### src/rtl/aes_pkg.sv
// Shared AES definitions: FSM state enum, byte/column types, GF(2^8) xtime.
package aes_pkg;

  typedef enum logic [1:0] {
    IDLE = 2'd0,
    BUSY = 2'd1,
    DONE = 2'd2
  } state_t;

  typedef logic [7:0]  byte_t;
  typedef logic [31:0] column_t;

  // Low byte of the AES reduction polynomial x^8 + x^4 + x^3 + x + 1.
  localparam byte_t AES_POLY = 8'h1B;

  // Multiply by 2 in GF(2^8) modulo 0x11B.
  function automatic byte_t xtime(input byte_t b);
    xtime = {b[6:0], 1'b0} ^ (b[7] ? AES_POLY : 8'h00);
  endfunction

endpackage

### src/rtl/mix_single_column.sv
// Combinational forward MixColumns for one 32-bit column (row 0 in the MSB).
module mix_single_column
  import aes_pkg::*;
(
  input  column_t i_col,
  output column_t o_col
);

  byte_t w_a0, w_a1, w_a2, w_a3;
  byte_t w_x0, w_x1, w_x2, w_x3;

  assign w_a0 = i_col[31:24];
  assign w_a1 = i_col[23:16];
  assign w_a2 = i_col[15:8];
  assign w_a3 = i_col[7:0];

  assign w_x0 = xtime(w_a0);
  assign w_x1 = xtime(w_a1);
  assign w_x2 = xtime(w_a2);
  assign w_x3 = xtime(w_a3);

  // 3a = 2a ^ a, so each output row is a XOR of doubled and plain bytes.
  assign o_col[31:24] = w_x0 ^ (w_x1 ^ w_a1) ^ w_a2 ^ w_a3;
  assign o_col[23:16] = w_a0 ^ w_x1 ^ (w_x2 ^ w_a2) ^ w_a3;
  assign o_col[15:8]  = w_a0 ^ w_a1 ^ w_x2 ^ (w_x3 ^ w_a3);
  assign o_col[7:0]   = (w_x0 ^ w_a0) ^ w_a1 ^ w_a2 ^ w_x3;

endmodule

### src/rtl/mix_columns.sv
// Iterative AES MixColumns: one column per cycle through a shared multiplier.
// Optional feature macro: AES_MIX_BYPASS_EN (adds the bypass port, final round).
//
// state | meaning
// IDLE  | in_ready high, waiting for a state on in_valid
// BUSY  | columns 0..3 transformed one per cycle, then one cycle to publish
// DONE  | out_valid high, data_out held until out_ready
module mix_columns
  import aes_pkg::*;
(
  input  logic         clk,
  input  logic         n_rst,
  input  logic         in_valid,
  output logic         in_ready,
  input  logic [127:0] data_in,
`ifdef AES_MIX_BYPASS_EN
  input  logic         bypass,
`endif
  output logic         out_valid,
  input  logic         out_ready,
  output logic [127:0] data_out
);

  state_t       r_state;
  state_t       w_state_nxt;
  logic [127:0] r_work;
  logic [127:0] r_data_out;
  logic [1:0]   r_col;
  logic         r_last;
  column_t      w_col_in;
  column_t      w_col_out;
  logic [127:0] w_work_upd;
  logic         w_skip;

`ifdef AES_MIX_BYPASS_EN
  logic r_bypass;
  assign w_skip = r_bypass;
`else
  assign w_skip = 1'b0;
`endif

  // Select the column currently being transformed.
  always_comb begin
    w_col_in = r_work[127:96];
    case (r_col)
      2'd0: w_col_in = r_work[127:96];
      2'd1: w_col_in = r_work[95:64];
      2'd2: w_col_in = r_work[63:32];
      2'd3: w_col_in = r_work[31:0];
      default: w_col_in = r_work[127:96];
    endcase
  end

  mix_single_column u_mix (
    .i_col (w_col_in),
    .o_col (w_col_out)
  );

  // Work register with the current column replaced by its transform.
  always_comb begin
    w_work_upd = r_work;
    case (r_col)
      2'd0: w_work_upd[127:96] = w_col_out;
      2'd1: w_work_upd[95:64]  = w_col_out;
      2'd2: w_work_upd[63:32]  = w_col_out;
      2'd3: w_work_upd[31:0]   = w_col_out;
      default: w_work_upd = r_work;
    endcase
  end

  // Next-state decode and handshake outputs.
  always_comb begin
    w_state_nxt = r_state;
    in_ready    = 1'b0;
    out_valid   = 1'b0;
    case (r_state)
      IDLE: begin
        in_ready = 1'b1;
        if (in_valid) w_state_nxt = BUSY;
      end
      BUSY: begin
        if (r_last) w_state_nxt = DONE;
      end
      DONE: begin
        out_valid = 1'b1;
        if (out_ready) w_state_nxt = IDLE;
      end
      default: w_state_nxt = IDLE;
    endcase
  end

  // State register, column counter, work and result registers.
  always_ff @(posedge clk) begin
    if (!n_rst) begin
      r_state    <= IDLE;
      r_work     <= '0;
      r_data_out <= '0;
      r_col      <= 2'd0;
      r_last     <= 1'b0;
`ifdef AES_MIX_BYPASS_EN
      r_bypass   <= 1'b0;
`endif
    end else begin
      r_state <= w_state_nxt;
      case (r_state)
        IDLE: begin
          if (in_valid) begin
            r_work   <= data_in;
            r_col    <= 2'd0;
            r_last   <= 1'b0;
`ifdef AES_MIX_BYPASS_EN
            r_bypass <= bypass;
`endif
          end
        end
        BUSY: begin
          if (r_last) begin
            // All four columns done: publish and wrap the counter.
            r_data_out <= r_work;
            r_col      <= 2'd0;
            r_last     <= 1'b0;
          end else begin
            if (!w_skip) r_work <= w_work_upd;
            if (r_col == 2'd3) r_last <= 1'b1;
            else               r_col  <= r_col + 2'd1;
          end
        end
        default: ;
      endcase
    end
  end

  assign data_out = r_data_out;

endmodule

### config.mk
export PLATFORM = sky130hd
export DESIGN_NAME = mix_columns
export DESIGN_NICKNAME = d
export VERILOG_FILES = /design/src/rtl/aes_pkg.sv /design/src/rtl/mix_single_column.sv /design/src/rtl/mix_columns.sv
export SDC_FILE = /design/constraint.sdc
export NUM_CORES = 1
export LEC_CHECK = 0
export CAP_MARGIN = 10
export CORE_ASPECT_RATIO = 0.7
export CORE_MARGIN = 4
export CORE_UTILIZATION = 56
export DETAILED_ROUTE_END_ITERATION = 10
export PLACE_DENSITY = 0.94
export SETUP_SLACK_MARGIN = 0.15
export SYNTH_ARGS = -nofsm -noshare
export SYNTH_HDL_FRONTEND = slang
export SYNTH_SLANG_ARGS = --single-unit
### constraint.sdc
create_clock -name clk -period 5.7 [get_ports clk]
set_input_delay 0.57 -clock clk [delete_from_list [all_inputs] [get_ports clk]]
set_output_delay 0.57 -clock clk [all_outputs]
set_load 0.02 [all_outputs]
==> metrics.md <==
| Metric | Value |
|---|---|
| Status | `finished, final reports clean` |
| Critical Path Sink Type | `flip-flop` |
| Final instance area | `between 15000 and 20000 um2` |
| Synth top area share | `0.399` |
| Sequential area share after synthesis | `0.399` |
| Die footprint | `around 26000 um2` |
| Pre-CTS setup slack | `approximately 1.7 ns` |
| Max Buffers Root-to-Sink | `3` |
| Clock slew at reported path FFs | `0.07 ns` |
| Rel. slew slack | `0.0165` |
| Synth Flop Type | `dfxtp_1` |
| Post-synth EDFFs | `0` |
| Pre-Repair DR Iteration Count | `8` |
| RR Startpoint | `r_col[0]` |
| Dominant cells by area after synthesis | `dfxtp_1 40%, nand2_1 13%, xnor2_1 9.1%` |
| Resize count post-CTS | `0` |
| Slew Viols, Final | `0` |
| RSZ-0062 raised after global routing | `false` |
| Synth Instances | `around 1700` |
| TritonCTS clock tree | `built` |
| Final GP Congestion | `approximately 1` |
| All-layer global routing usage | `0.370` |
| RR Endpoint | `r_work[81]` |
| Crit path setup slack, layout | `1.53 ns` |
| Pwr/cell area | `~330 nW/um2` |
| CTS sink count | `around 260` |
| Total Nets Final | `a little under 2000` |
| Mapped Area | `around 13000 um2` |
| GR Overflow Total | `0` |
| VDD IR-drop max | `approximately 240 uV` |
| Asr flop ratio synth | `0` |
| Crit path required time | `approximately 6.1 ns` |
| DRC viols | `0` |
| Critical Path AT | `4.56 ns` |
| Synth Register Bits | `261` |
| Setup bufs post-CTS | `0` |
| DP Area | `roughly 16000 um2` |
| Layout cells sized above 1 | `0.0452` |
| Drt total wl | `50200 um` |
| Setup Crit Path Kind | `flip-flop to flip-flop` |
| Yosys top cell by area | `dfxtp_1` |
| DP HPWL | `36300 um` |
| Initial antenna violation count | `0` |
| Die Span X | `191 um` |
| Core ar. | `roughly 23000 um2` |
| H-tree levels | `1` |
| # fillers | `between 1500 and 2000` |
| CP max FO | `27` |
| Hold Crit Endpoint | `data_out[59]` |
| Worst-Skew Late Latency | `between 0.5 and 0.6 ns` |
| Via density | `around 6.1` |
| Rows | `46` |
| Minimum clock period after layout | `between 4 and 5 ns` |
| Final ANT Viol Nets | `0` |
| CTS Root Cell | `clkbuf_16` |
| Via count | `between 10000 and 15000` |
| Static Leak | `roughly 5.9 nW` |
| First-pass GRT wire length | `~75000 um` |
| Number of global-route vias before repair | `between 10000 and 15000` |
| Area of the multi-input gates | `7280 um2` |
| Reg2Reg Setup Slack | `1.53 ns` |
| Worst hold path stage count | `2` |
| Mapped Nets | `approximately 1800` |
| Largest net degree at the start of global routing | `178` |
| DR iter-0 viols | `1843` |
| Area grow syn2layout | `26.6%` |
| Final Skew | `about 0.01 ns` |
| I/O pin cnt | `between 200 and 300` |
| Setup TNS | `0 ns` |
| Hold Crit Class | `flip-flop to flip-flop` |
| Die span in y | `136 um` |
| IO buf count | `between 200 and 300` |
| Hold path startpoint | `data_out[59]` |
| Fin crit share | `0.731` |
| Fmax | `240 MHz` |
| CTS Hold Bufs | `0` |
| Distinct cells, synth | `37` |
| Crit start category | `flip-flop` |
| Transition time of the tightest slew-check pin | `~1.5 ns` |
| Synthesis Warnings | `0` |
| DR WL/cell | `between 20 and 25 um` |
| Antenna Cells | `0` |
| Max_cap viols | `0` |
| Final hold violation count | `0` |
| CTS buffer count | `26` |
| Starting Density | `0.574` |
| R2R depth | `9` |
| Endpoints failing setup | `0` |
| FF+latch area | `roughly 5200 um2` |
| Syn_area_per_cell | `just under 8 um2` |
power by group:
part	internal, mW	switching [mW]	total (mW)
Clock	1.05	0.754	1.80
Sequential	1.94	0.225	2.17
Combinational	0.543	0.896	1.44
synth_stat cells, types with 2 or more instances:
master,n
nand2_1,443
dfxtp_1,261
clkbuf_1,159
xnor2_1,136
a21boi_0,131
a21oi_1,73
o211ai_1,69
or3_1,67
nand3_1,55
o21ai_0,54
xor2_1,54
a222oi_1,32
o21ai_1,27
nor2_1,21
mux2i_1,9
o311a_1,7
a32o_1,6
nor2b_1,5
a21o_1,4
buf_1,4
ha_1,4
mux2_2,4
nand3b_1,4
inv_1,3
nand2b_1,3
and2_1,2
buf_2,2
o21a_1,2
per-stage QoR:
stage | utilization | cells | hold slack (ns) | total power, mW
final | 0.726 | 2128 | 0.465 | 5.41
after global routing | 0.726 | 2128 | 0.487 | 5.55
after CTS | 0.726 | 2128 | 0.466 | 5.34
after detailed placement | 0.687 | 2081 | 0.458 | 3.56
after global placement | 0.687 | 2081 | 0.452 | 3.54
after floorplan | - | 1650 | 0.454 | 3.01
sequential cells by signal, summed over array words and instances, names as in the netlist:
name and count:
r_col 2, r_work 128, r_last 1, r_state 2, data_out 128
placed cells by master, fill, tap and decap left out, drive strengths merged:
cell and n:
nand2 443, dfxtp 261, clkdlybuf4s50 260, xnor2 137, a21boi 131, o21ai 82
a21oi 73, o211ai 69, or3 67, nand3 55, xor2 55, clkbuf 40
a222oi 32, buf 25, nor2 21, mux2i 9, o311a 7, a32o 6
nor2b 5, clkinv 5, nand3b 4, a21o 4, mux2 4, ha 4
inv 3, nand2b 3, o21a 2, bufinv 2, and2 2, o31ai 1
xnor3 1, nor3 1, o21bai 1, and3b 1
layout make-up:
cell class / instances / area share
multi-input combinational: 1220 / 0.438
timing repair buffer: 285 / 0.169
sequential: 261 / 0.315
clock inverter: 7 / 0.00558
inverter: 3 / 0.000679
tap: 312 / 0.0235
clock buffer: 40 / 0.0479
layer usage:
layer	global-route usage	vias up	routed length, um
li1	-	5876	-
met1	0.524	6126	20600
met2	0.547	941	21000
met3	0.108	131	6850
met4	0.111	0	1700
met5	0	-	0
worst max path at each step:
stage	slack (ns)	cells past startpoint	endpoint	start
3_5_place_dp	1.73	9	r_work[81]	r_col[0]
5_1_grt	1.49	9	r_work[81]	r_col[0]
3_3_place_gp	1.80	9	r_work[81]	r_col[0]
2_1_floorplan	3.03	10	r_work[74]	r_col[0]
4_1_cts	1.71	9	r_work[81]	r_col[0]
6_report	1.53	9	r_work[81]	r_col[0]
critical path, stage by stage (launching register included):
cell and delay [ns]:
dfxtp_1 0.42, inv_1 0.11, ha_1 0.31, buf_4 0.27
a222oi_1 1.26, xor2_1 0.19, o21ai_0 0.40, xnor2_1 0.18
xnor2_1 0.68, o21ai_0 0.18
cell families after synthesis:
logic type | after synthesis | share of synthesized area
flops | 261 | 0.399
compound gates | 408 | 0.213
xor+xnor | 193 | 0.131
buf+inv | 169 | 0.0492
fa+ha+maj | 4 | 0.00382
mux | 13 | 0.0103
simple gates | 602 | 0.194
(Power assumes the default switching activity.)
